==> config.mk <==
export PLATFORM = sky130hd
export DESIGN_NAME = pipeline_if_arb_rr
export DESIGN_NICKNAME = d
export VERILOG_FILES = /design/src/rtl/pipeline_if_arb_rr.sv
export SDC_FILE = /design/constraint.sdc
export NUM_CORES = 1
export LEC_CHECK = 0
export ABC_CLOCK_PERIOD_IN_PS = 4100
export BUFFER_PORTS_ARGS = -buffer_cell sky130_fd_sc_hd__buf_2
export CORE_AREA = 2 2 158 160
export DETAILED_ROUTE_END_ITERATION = 10
export DIE_AREA = 0 0 160 162
export HOLD_SLACK_MARGIN = 0.15
export PLACE_DENSITY_LB_ADDON = 0.2
export SLEW_MARGIN = 25
export SYNTH_ARGS = -nofsm -noshare
export SYNTH_HDL_FRONTEND = slang
export SYNTH_SLANG_ARGS = --single-unit
==> constraint.sdc <==
create_clock -name i_clk -period 4.1 [get_ports i_clk]
set_input_delay 0.41 -clock i_clk [delete_from_list [all_inputs] [get_ports i_clk]]
set_output_delay 0.41 -clock i_clk [all_outputs]
set_load 0.02 [all_outputs]
==> src/rtl/pipeline_if_arb_rr.sv <==
// Packet-aware round-robin arbiter: NUM_IN stream requesters share one registered output stage.
// A requester keeps the grant from its first beat until its eop beat transfers.
module pipeline_if_arb_rr #(
   parameter int NUM_IN    = 4,
   parameter int DAT_BYTS  = 8,
   parameter int CTL_BITS  = 8,
   localparam int MOD_BITS = $clog2(DAT_BYTS),
   localparam int SRC_BITS = $clog2(NUM_IN)
) (
   input  logic                         i_clk,
   input  logic                         i_rst,
   input  logic [NUM_IN*DAT_BYTS*8-1:0] i_dat,
   input  logic [NUM_IN-1:0]            i_val,
   input  logic [NUM_IN-1:0]            i_sop,
   input  logic [NUM_IN-1:0]            i_eop,
   input  logic [NUM_IN-1:0]            i_err,
   input  logic [NUM_IN*MOD_BITS-1:0]   i_mod,
   input  logic [NUM_IN*CTL_BITS-1:0]   i_ctl,
   output logic [NUM_IN-1:0]            i_rdy,
   output logic [DAT_BYTS*8-1:0]        o_dat,
   output logic                         o_val,
   output logic                         o_sop,
   output logic                         o_eop,
   output logic                         o_err,
   output logic [MOD_BITS-1:0]          o_mod,
   output logic [CTL_BITS-1:0]          o_ctl,
   output logic [SRC_BITS-1:0]          o_src,
   input  logic                         o_rdy
);

   localparam int DAT_W = DAT_BYTS * 8;

   typedef enum logic {IDLE, LOCKED} state_t;

   state_t                r_state;
   state_t                w_stateNext;
   logic [SRC_BITS-1:0]   r_last;
   logic [SRC_BITS-1:0]   r_lock;
   logic [SRC_BITS-1:0]   w_gnt;
   logic                  w_gntFound;
   logic [SRC_BITS-1:0]   w_sel;
   logic                  w_selOk;
   logic                  w_adv;
   logic                  w_xfer;
   logic                  w_eop;
   logic [NUM_IN-1:0]     w_rdy;

   logic [DAT_W-1:0]      r_dat;
   logic                  r_val;
   logic                  r_sop;
   logic                  r_eop;
   logic                  r_err;
   logic [MOD_BITS-1:0]   r_mod;
   logic [CTL_BITS-1:0]   r_ctl;
   logic [SRC_BITS-1:0]   r_src;

   assign w_adv = ~r_val | o_rdy;

   // Circular search for the first valid requester after the last packet winner.
   always_comb begin : gntSearch
      int w_idx;
      w_idx      = 0;
      w_gnt      = '0;
      w_gntFound = 1'b0;
      for (int k = 1; k <= NUM_IN; k++) begin
         w_idx = (int'(r_last) + k) % NUM_IN;
         if (!w_gntFound && i_val[SRC_BITS'(w_idx)]) begin
            w_gnt      = SRC_BITS'(w_idx);
            w_gntFound = 1'b1;
         end
      end
   end

   always_comb begin
      w_sel   = (r_state == LOCKED) ? r_lock : w_gnt;
      w_selOk = (r_state == LOCKED) | w_gntFound;
      w_rdy   = '0;
      if (w_selOk && w_adv && !i_rst) begin
         w_rdy[w_sel] = 1'b1;
      end
      w_xfer = w_rdy[w_sel] & i_val[w_sel];
      w_eop  = i_eop[w_sel];
   end

   assign i_rdy = w_rdy;

   always_comb begin
      w_stateNext = r_state;
      case (r_state)
         IDLE:    if (w_xfer && !w_eop) w_stateNext = LOCKED;
         LOCKED:  if (w_xfer && w_eop)  w_stateNext = IDLE;
         default: w_stateNext = IDLE;
      endcase
   end

   // The pointer moves only on the first beat of a packet, so a packet counts once.
   always_ff @(posedge i_clk or posedge i_rst) begin
      if (i_rst) begin
         r_state <= IDLE;
         r_last  <= SRC_BITS'(NUM_IN - 1);
         r_lock  <= '0;
      end else begin
         r_state <= w_stateNext;
         if (r_state == IDLE && w_xfer) begin
            r_last <= w_gnt;
            r_lock <= w_gnt;
         end
      end
   end

   always_ff @(posedge i_clk or posedge i_rst) begin
      if (i_rst) begin
         r_dat <= '0;
         r_val <= 1'b0;
         r_sop <= 1'b0;
         r_eop <= 1'b0;
         r_err <= 1'b0;
         r_mod <= '0;
         r_ctl <= '0;
         r_src <= '0;
      end else if (w_adv) begin
         r_val <= w_xfer;
         if (w_xfer) begin
            r_dat <= i_dat[int'(w_sel)*DAT_W +: DAT_W];
            r_sop <= i_sop[w_sel];
            r_eop <= i_eop[w_sel];
            r_err <= i_err[w_sel];
            r_mod <= i_mod[int'(w_sel)*MOD_BITS +: MOD_BITS];
            r_ctl <= i_ctl[int'(w_sel)*CTL_BITS +: CTL_BITS];
            r_src <= w_sel;
         end
      end
   end

   assign o_dat = r_dat;
   assign o_val = r_val;
   assign o_sop = r_sop;
   assign o_eop = r_eop;
   assign o_err = r_err;
   assign o_mod = r_mod;
   assign o_ctl = r_ctl;
   assign o_src = r_src;

endmodule

==> impl_metrics.tcl <==
set metrics [dict create \
    setup_viol 0 \
    yosys-top-cells-count "mux2i_1, dfrtp_1, mux2_2, buf_2, clkbuf_1" \
    num_rows 57 \
    yosys.area_share.adder 0 \
    slew_violations 0 \
    critPathRequiredTime_ns 3.69 \
    combPwrFrac 0.654 \
    synthToLayoutAreaGrowth_pct 44.0 \
    worstPathMaxFanout 41 \
    post_drt_wl_per_cell_microns 15.1 \
    async_flop_share 1.00 \
    cp-startpoint "r_last[1]" \
    grt_pass1_vias 5594 \
    synth-compound-area-share 0.0329 \
    cts_tree "yes" \
    hold_violations 0 \
    worst_slew_pin_slew_ns 0.774 \
    peakVddDrop_uv 447 \
    cp.arrival_ns 2.62 \
    max_stage_delay_ns 0.60 \
    r2r_setup_slack_ns 1.13 \
    clkPwrFrac 0.124 \
    grt_pass1_wl_mm 28.4 \
    postRouteAntennaNets 0 \
    yosysSeqAreaShare 0.361 \
    dp_cells 1186 \
    slew-limit-headroom 0.484 \
    clkSinkCount 86 \
    p_seq_frac 0.222 \
    synth_top_family_by_area "multiplexers" \
    crit_slowest_cell "dfstp_2" \
    clock.fmax_mhz 330 \
    finalCriticalPeriod_ns 3.03 \
    drt_iter0_drc 68 \
    h-tree-depth 3 \
    skew_ns 0.00777 \
    antenna_found_initial 0 \
    grt_usage 0.138 \
    drc_errors 0 \
    num_antenna_cells 0 \
    io_pins 404 \
    r2r_cells 7 \
    r2r-start "r_last[1]" \
    ctsResizeCount 0 \
    sw_frac_of_total 0.427 \
    synth_top_area_frac 0.396 \
    start_util 0.248 \
    crit_path_end_kind "output pin" \
    die_width_microns 160 \
    synth_area_leader_cell "mux2i_1" \
    synth_edf_count 0 \
    status "complete, no violations" \
    p_sw_mw 2.99 \
    power_density_nw_per_um2 816 \
    netlist_area_sq_um 5970 \
    crit_chain "nand2_1 -> o21ai_0 -> a2bb2oi_4 -> buf_4 -> nand2_1 -> nor2_1 -> buf_2" \
    cts_buffers 9 \
    synthSimpleGateAreaFrac 0.0143 \
    maxCapViolations 0 \
    vias 5220 \
    worstReg2RegEnd "o_dat[28]" \
    hp-class "in -> async" \
    dp_hpwl_mm 14.3 \
    avgViaCountPerCell 4.35 \
    syn_avg_cell_area_sq_um 12.2 \
    synth.mux.area_fraction 0.551 \
    hold_buffers 0 \
    power_leakage_nw 4.65 \
    clk_pin_slew_ns 0.06 \
    drive_above_1_share 0.578 \
    cp-start-kind "flip-flop" \
    final.setup.tns_ns 0 \
    syn_nets 807 \
    internal-power_mw 4.02 \
    ys_ff_latch 86 \
    drt-total-wl_mm 18.2 \
    num-nets-final 1192 \
    ys_top_cells_by_area "mux2i_1, dfrtp_1, mux2_2" \
    cts_buffer_depth 2 \
    firstDrtPassIters 4 \
    fin_cells 1201 \
    post_cts_buffers 0 \
    synth_cell_types 34 \
    root_buffer "clkbuf_16" \
    worstSkewPairLatency_ns 0.34 \
    cpMostUsedCell "nand2_1" \
    fin_crit_sh 0.738 \
    synthCells 488 \
    synth_ff_type "dfrtp_1" \
    portBuffers 403 \
    die_h_microns 162 \
    setup.worst_path.class "reg -> out" \
    gp_congestion 0.735 \
    dieArea_sq_um 25900 \
    grt.overflow.total 0 \
    synth_most_common_cell "mux2i_1" \
    grt_setup_unrepaired "false" \
    grt_start_max_net_pins 66 \
    coreArea_sq_um 24100 \
    synth_xor_area_frac 0 \
    yosysWarningCount 0 \
]
==> cell families after synthesis <==
logic type             after synthesis
muxes                              318
DFF                                 86
buffers and inverters               43
AOI/OAI and AO/OA                   23
and+or+nand+nor                     18
==> critical path: cells and delay by family, from the launching register on <==
| family | cells | cell delay, ns |
|---|---|---|
| compound gates | 2 | 0.51 |
| buf+inv | 2 | 0.80 |
| flops | 1 | 0.60 |
| simple gates | 3 | 0.36 |
==> worst max-delay path by stage <==
stage                     end  slack (ns)
floorplan           o_dat[13]        1.45
global placement     o_ctl[7]        1.20
detailed placement  o_dat[28]        1.14
CTS                  i_rdy[0]         1.0
global route         i_rdy[0]        0.83
finish               i_rdy[1]        1.07
==> placed cells by master, fill, tap and decap left out, drive strengths merged, types with 4 or more instances in the layout <==
master / netlist / final
a21o: 4 / 4
inv: 6 / 6
mux2: 82 / 82
buf: 24 / 411
dfrtp: 84 / 84
mux2i: 236 / 236
nor2: 4 / 4
nand2: 6 / 6
clkbuf: 13 / 11
o21ai: 5 / 5
==> state kept, by name (all words and copies together) (netlist names), named ones only <==
register / cells
o_dat: 64
o_ctl: 8
o_mod: 3
o_src: 2
r_last: 2
r_lock: 2
o_eop: 1
o_err: 1
o_sop: 1
o_val: 1
==> per-stage QoR <==
stage	utilization	setup slack, ns	power, mW	hold slack [ns]	cell area [sq um]
finish	0.356	1.07	7.01	0.176	8590
global placement	0.344	1.20	6.23	0.465	8290
CTS	0.356	0.999	7.17	0.197	8590
detailed placement	0.344	1.14	6.26	0.474	8290
floorplan	-	1.45	5.06	0.469	5970
global route	0.356	0.832	7.55	0.241	8590
==> power groups by stage <==
stage | Combinational (mW) | Sequential (mW) | Clock (mW)
after floorplan | 3.02 | 2.04 | 0
after global placement | 4.66 | 1.57 | 0
after detailed placement | 4.69 | 1.57 | 0
after CTS | 4.69 | 1.57 | 0.912
after global routing | 4.98 | 1.63 | 0.942
final | 4.59 | 1.56 | 0.870
==> layout make-up <==
type                    instances  area [sq um]
repair buffers                411          2110
clock buffers                  11           233
well taps                     324           405
fillers                      2549         15500
multi-input cells             359          3590
inverters                       6          25.0
clock inverters                 4          72.6
flip-flops and latches         86          2150
==> per-layer routing <==
metal	routed length (microns)	track usage	vias to the layer above	part of all wire
met1	7070	0.152	2391	0.39
met2	9360	0.256	219	0.52
met5	0	0	-	0
li1	-	-	2589	-
met4	365	0.0495	0	0.020
met3	1360	0.0363	21	0.075
Note: power is estimated with default switching activity, not from simulation.
